--- config.mk ---
export PLATFORM = sky130hd
export DESIGN_NAME = vga_timing_gen
export DESIGN_NICKNAME = d
export VERILOG_FILES = /design/src/rtl/vga_timing_gen.sv
export SDC_FILE = /design/constraint.sdc
export NUM_CORES = 1
export LEC_CHECK = 0
export ABC_AREA = 1
export ABC_CLOCK_PERIOD_IN_PS = 1800
export CAP_MARGIN = 15
export CORE_MARGIN = 2
export CORE_UTILIZATION = 35
export CTS_CLUSTER_SIZE = 25
export DETAILED_ROUTE_END_ITERATION = 16
export GPL_TIMING_DRIVEN = 1
export PLACE_DENSITY_LB_ADDON = 0.3
export SYNTH_ARGS = -nofsm -noshare
export SYNTH_HDL_FRONTEND = slang
export SYNTH_SLANG_ARGS = --single-unit
--- constraint.sdc ---
create_clock -name clk -period 1.8 [get_ports clk]
set_input_delay 0.36 -clock clk [delete_from_list [all_inputs] [get_ports clk]]
set_output_delay 0.36 -clock clk [all_outputs]
set_load 0.005 [all_outputs]
--- src/rtl/vga_timing_gen.sv ---
// VGA raster timing generator: pixel/line counters with registered sync and
// blanking outputs that are zero-skew with hpos/vpos, plus line/frame strobes.
module vga_timing_gen #(
    parameter int H_DISPLAY = 640,
    parameter int H_FRONT   = 16,
    parameter int H_SYNC    = 96,
    parameter int H_BACK    = 48,
    parameter int V_DISPLAY = 480,
    parameter int V_BOTTOM  = 10,
    parameter int V_SYNC    = 2,
    parameter int V_TOP     = 33,
    parameter bit SYNC_POL  = 1'b0
) (
    input  logic       clk,
    input  logic       reset,
    input  logic       ce,
    output logic       hsync,
    output logic       vsync,
    output logic       display_on,
    output logic [9:0] hpos,
    output logic [9:0] vpos,
    output logic       line_start,
    output logic       frame_start,
    output logic [9:0] frame_count
);

    localparam int H_TOTAL = H_DISPLAY + H_FRONT + H_SYNC + H_BACK;
    localparam int V_TOTAL = V_DISPLAY + V_BOTTOM + V_SYNC + V_TOP;

    localparam logic [9:0] H_LAST   = 10'(H_TOTAL - 1);
    localparam logic [9:0] V_LAST   = 10'(V_TOTAL - 1);
    localparam logic [9:0] H_VIS    = 10'(H_DISPLAY);
    localparam logic [9:0] V_VIS    = 10'(V_DISPLAY);
    localparam logic [9:0] HS_START = 10'(H_DISPLAY + H_FRONT);
    localparam logic [9:0] HS_END   = 10'(H_DISPLAY + H_FRONT + H_SYNC - 1);
    localparam logic [9:0] VS_START = 10'(V_DISPLAY + V_BOTTOM);
    localparam logic [9:0] VS_END   = 10'(V_DISPLAY + V_BOTTOM + V_SYNC - 1);

    logic [9:0] hpos_q, hpos_d;
    logic [9:0] vpos_q, vpos_d;
    logic [9:0] frame_count_q, frame_count_d;
    logic       hsync_q, hsync_d;
    logic       vsync_q, vsync_d;
    logic       display_on_q, display_on_d;
    logic       h_last, v_last;

    always_comb begin
        h_last        = (hpos_q == H_LAST);
        v_last        = (vpos_q == V_LAST);
        hpos_d        = hpos_q;
        vpos_d        = vpos_q;
        frame_count_d = frame_count_q;
        if (ce) begin
            hpos_d = h_last ? 10'd0 : hpos_q + 10'd1;
            if (h_last) begin
                vpos_d = v_last ? 10'd0 : vpos_q + 10'd1;
                if (v_last) frame_count_d = frame_count_q + 10'd1;
            end
        end
        // Decode from the next position so the registered outputs line up with hpos/vpos.
        hsync_d      = ((hpos_d >= HS_START) && (hpos_d <= HS_END)) ? SYNC_POL : ~SYNC_POL;
        vsync_d      = ((vpos_d >= VS_START) && (vpos_d <= VS_END)) ? SYNC_POL : ~SYNC_POL;
        display_on_d = (hpos_d < H_VIS) && (vpos_d < V_VIS);
    end

    always_ff @(posedge clk) begin
        if (reset) begin
            hpos_q        <= 10'd0;
            vpos_q        <= 10'd0;
            frame_count_q <= 10'd0;
            hsync_q       <= ~SYNC_POL;
            vsync_q       <= ~SYNC_POL;
            display_on_q  <= 1'b1;
        end else begin
            hpos_q        <= hpos_d;
            vpos_q        <= vpos_d;
            frame_count_q <= frame_count_d;
            hsync_q       <= hsync_d;
            vsync_q       <= vsync_d;
            display_on_q  <= display_on_d;
        end
    end

    assign hpos        = hpos_q;
    assign vpos        = vpos_q;
    assign frame_count = frame_count_q;
    assign hsync       = hsync_q;
    assign vsync       = vsync_q;
    assign display_on  = display_on_q;
    assign line_start  = (hpos_q == 10'd0) && ce;
    assign frame_start = (hpos_q == 10'd0) && (vpos_q == 10'd0) && ce;

endmodule

Word level (Yosys, flattened, before mapping). Index checks and enable logic that the tools add are counted.

$add $sub $neg: 3. Order comparisons: 6. Equal/unequal tests: 2. Mux-type cells: 7. Reductions and logical operators: 9.

Operators with widths (number): $mux W10 (5); $add A10 B1 Y10 const B (3); $eq A10 B10 Y1 const B (2); $logic_not A10 Y1 (2); $ge A10 B10 Y1 const B (1); $ge A10 B9 Y1 const B (1); $le A10 B10 Y1 const B (1); $le A10 B9 Y1 const B (1); $lt A10 B10 Y1 const B (1); $lt A10 B9 Y1 const B (1); $logic_and A1 B1 Y1 (6); $reduce_and A3 Y1 (1); $mux W1 (2).

Register bits: 33. Bits of input ports: 3. Output and inout port bits: 35. Word-level logic and storage cells: 33.

Depth between registers and ports, before layout. Gate-level depths: netlist (run 1).

Depth after elaboration: 7. Mapped depth: 13. Mapped depth without buffers: 13.

Least setup slack after synthesis (run 1). No wires, ideal clock.

Path type: reg2reg. From: reg hpos_q[0], in the netlist hpos[0]. To: reg frame_count_q[5], in the netlist frame_count[5]. Setup time: 0.119 ns. Arrival time: 1.541 ns. Data required time: 1.681 ns. Path slack: 0.140 ns. Cell stages (with the launch flop): 12. Path buffers: 1. Clock period less this slack: 1.660 ns. Path through: dfxtp_1 ha_1 nand2_1 nor2_4 nand2_2 nor2_4 buf_6 nand3_4 inv_2 nand3_1 o21ai_0 a21oi_1.

Word-level cells in the longest chain between the ends: 2.

RTL lines: start: declaration (RTL line 39) `logic [9:0] hpos_q, hpos_d;`; start signal: assignment (RTL line 75) `hpos_q <= hpos_d;`; $eq A10 B10 Y1 (RTL line 48) `h_last = (hpos_q == H_LAST);`; $reduce_and A3 Y1 (no source line); end signal: assignment (RTL line 77) `frame_count_q <= frame_count_d;`; end: declaration (RTL line 41) `logic [9:0] frame_count_q, frame_count_d;`.

Every way passes these cells. A chain may end at the register's enable or synchronous reset.

Final worst setup path (run 1).
From: in ce. To: out frame_start.

Word-level cells in the longest chain between the ends: 1.

RTL lines: start: declaration (RTL line 16) `input logic ce,`; $logic_and A1 B1 Y1 (RTL line 91) `assign frame_start = (hpos_q == 10'd0) && (vpos_q == 10'd0) && ce;`; end: declaration (RTL line 23) `output logic frame_start,`.

Every way passes these cells.

==> results.tsv, run 1 <==
metric	value	unit
port bufs	37	
r2r startpoint	hpos[3]$_SDFF_PP0_	
Max stage delay on crit path	0.36	ns
Final min period	1.84	ns
flops & latches, synth	33	
FMAX	0.542	GHz
total CTS buffers	5	
yosys warns	0	
Post-synth ARST share	0	%
pin count of the biggest net entering global routing	15	
Reg2Reg Capture Point	display_on$_SDFF_PP1_	
TritonRoute pass-1 iters	4	
Post-synth EDFFs	0	
Cells after Synth	287	
first-pass GRT wire length	9310	µm
Final Power	1400	µW
PD cells	459	nW/µm²
RSZ-0062 raised after global routing	true	
core area	5200	µm²
Clock Sinks	33	
Clock transition at path regs	0.07	ns
hold path start	frame_count[3]$_SDFFE_PP0P_	
number of global-route vias before repair	2128	
FF-to-FF path depth	13	
Setup Skew	0.00814	ns
die area	6070	µm²
Distinct cells, synth	29	
Synth Net Count	295	
total negative slack	-0.110	ns
Max Cap Violations	0	
Setup CP Type	in -> out	
CP max stage cell	nor4_2	
clk root buf	clkbuf_8	
Max VDD drop	0.342	mV
starting density of the core	36.7	%
Tcrit/Tclk final	102	%
initial antenna violation count	0	
Initial DRC Count	110	
H-tree lvl count	2	
Clock Path Buffers	2	
dominant synthesized flop cell	dfxtp_1	
DR vias/cell	4.91	
proportion of layout cells with a drive suffix above 1	31.7	%
HP Class	reg -> reg	
CTS tree	yes	
CP Capture Type	primary output	
CP Buf/Inv Count	3	
Critical Path RT	1.44	ns
DRT Wirelength	5720	µm
sequential area share after synthesis	34.6	%
Post-CTS Hold Buffers	0	
worst slew pin tran	0.378	ns
failing checks	negative setup slack	
Worst Path Arrival	1.48	ns
final core occ	58.5	%
Clock Latency Late Sink	0.29	ns
final setup fails	4	
I/O pins	38	
number of diodes	0	
row count	26	
critical path launch point type	input pin	
non-filler cells, final	452	
nets@finish	389	
status	complete, but fails checks	
Final Max Tran Viols	0	
crit-path cells	clkdlybuf4s15_1 -> inv_1 -> nor4_2 -> nand3_1 -> nor3_2 -> buf_2	
post-DR wirelength/cell	12.7	µm
antenna-violating nets left	0	
mean post-synth cell area	6.66	µm²
DP HPWL	4060	µm
die width	77.9	µm
CP max FO	2	
grt ovf	0	
GR Util All Layers	18.8	%
Static Leak	0.00132	µW
die height	77.9	µm
hold endpoint	frame_count[3]$_SDFFE_PP0P_	
R2R setup slack	-0.03	ns
worst setup margin	-0.0438	ns
Hold Worst Slack	0.501	ns
family with the most delay on the worst path	simple AND/OR/NAND/NOR gates	
area growth from synthesis to layout	59.2	%
via count	2219	
DR DRC count	0	
routability congestion estimate from global placement	0.867	
Max transition margin	74.8	%
Fin. Hold Viols	0	
area of the mapped netlist	1910	µm²
post-placement cell count	436	
worst hold stages	2	
[cells in the final DEF (no fill, tap or decap), types with 2 or more instances in the layout]
cell type,instances
nor2_2,2
clkdlybuf4s50_1,34
dfxtp_2,3
nor2_4,5
nand3_4,4
a21oi_1,12
nand3_2,10
nand4_1,11
nand2_1,54
nor3_1,5
buf_2,2
nand2_2,14
buf_6,4
clkbuf_8,5
inv_1,37
a21oi_2,2
nand3_1,15
clkinv_2,2
nor2_1,41
xnor2_1,2
nor3_2,5
inv_2,4
dfxtp_1,30
ha_4,2
ha_1,3
o21ai_1,4
o21bai_1,3
o21ai_0,5
buf_4,49
[flip-flops by register name, summed over array words and instances (netlist names)]
name and flops:
display_on 1, hsync 1, hpos 10, vsync 1, vpos 10, frame_count 10
[worst max path at each step]
| stage | startpoint | endpoint | slack, ns | depth (start not counted) |
|---|---|---|---|---|
| floorplan | hpos[0]$_SDFF_PP0_ | frame_count[5]$_SDFFE_PP0P_ | 0.14 | 11 |
| global placement | ce | line_start | -0.63 | 7 |
| detailed placement | ce | frame_start | -0.66 | 6 |
| CTS | hpos[1]$_SDFF_PP0_ | display_on$_SDFF_PP1_ | -0.05 | 14 |
| global route | hpos[0]$_SDFF_PP0_ | frame_count[8]$_SDFFE_PP0P_ | -0.14 | 12 |
| finish | ce | frame_start | -0.04 | 6 |
[cell type report]
| type | count | area, µm² |
|---|---|---|
| Fill cell | 490 | 2160 |
| Tap cell | 70 | 87.6 |
| Clock inverter | 2 | 10.0 |
| Inverter | 41 | 154 |
| Sequential cell | 33 | 664 |
| Multi-Input combinational cell | 209 | 1260 |
| Timing Repair Buffer | 91 | 793 |
| Clock buffer | 6 | 72.6 |
[through the flow]
| step | setup slack, ns | cell area (µm²) |
|---|---|---|
| 2_1_floorplan | 0.140 | 1910 |
| 3_3_place_gp | -0.634 | 2700 |
| 3_5_place_dp | -0.660 | 2700 |
| 4_1_cts | -0.0508 | 2950 |
| 5_1_grt | -0.141 | 3040 |
| 6_report | -0.0438 | 3040 |
[synthesized netlist by cell type (2+ instances only)]
library cell	count	share of area, %
o21ai_1	3	0.79
dfxtp_1	33	35
ha_1	5	3.3
o21ai_0	7	1.8
a21oi_1	14	3.7
inv_1	40	7.9
nand2_1	64	13
nand2_2	5	1.6
nand4_1	11	3.6
nor3_1	8	2.1
xnor2_1	2	0.92
nor3_2	3	1.6
nor2_1	44	8.6
nor2_4	4	2.4
nand3_1	26	6.8
clkbuf_1	2	0.39
o21bai_1	3	1.2
nand3_2	2	1.0
[kinds of logic (layout without fill, tap and decap cells)]
| family | Yosys count | count (layout) | share of synthesized area (%) |
|---|---|---|---|
| and+or+nand+nor | 171 | 171 | 42.3 |
| buffers and inverters | 45 | 140 | 9.29 |
| DFF | 33 | 33 | 34.6 |
| AOI/OAI and AO/OA | 30 | 30 | 9.23 |
| adders and majority gates | 5 | 5 | 3.27 |
| xor gates and xnor gates | 3 | 3 | 1.37 |
[worst reg2reg max path, cell delays in order, from the launching register on]
cell	delay (ns)
dfxtp_2	0.35
buf_4	0.14
nand2_2	0.11
nor2_4	0.16
nand2_2	0.07
nor2_4	0.17
buf_12	0.15
nand3_2	0.06
nand2_2	0.09
nand2_2	0.06
nor2_2	0.09
nand4_1	0.14
nand2_1	0.09
nand2_1	0.04
[power by group]
part           switching [µW]  internal (µW)  total (µW)
clock network             281            268         549
logic                    56.1           53.1         109
registers                3.22            734         737
total                     340           1060        1400
[repair_timing]
action                                  in CTS  in global routing
buffers inserted                             7                  4
endpoints found under the setup margin      14                 21
gates resized for setup                     39                 26
gates cloned                                 1                  0
pin swaps                                   15                 20
[metal layers]
layer	up-vias	track usage, %	part of all wire (%)
met5	-	0	0
met4	0	7.72	1.8
met3	12	3.60	3.3
met2	48	31.3	50
met1	1042	23.9	45
li1	1117	-	-
Note: power is estimated with default switching activity, not from simulation.
==> inputs of run 2 (changes only) <==
--- a/config.mk
+++ b/config.mk
@@ -6,7 +6,6 @@
 export NUM_CORES = 1
 export LEC_CHECK = 0
 export ABC_AREA = 1
-export ABC_CLOCK_PERIOD_IN_PS = 1800
 export CAP_MARGIN = 15
 export CORE_MARGIN = 2
 export CORE_UTILIZATION = 35
==> results of run 2 <==
Same layout as run 1: the final DEF is identical, and so are final timing and power.
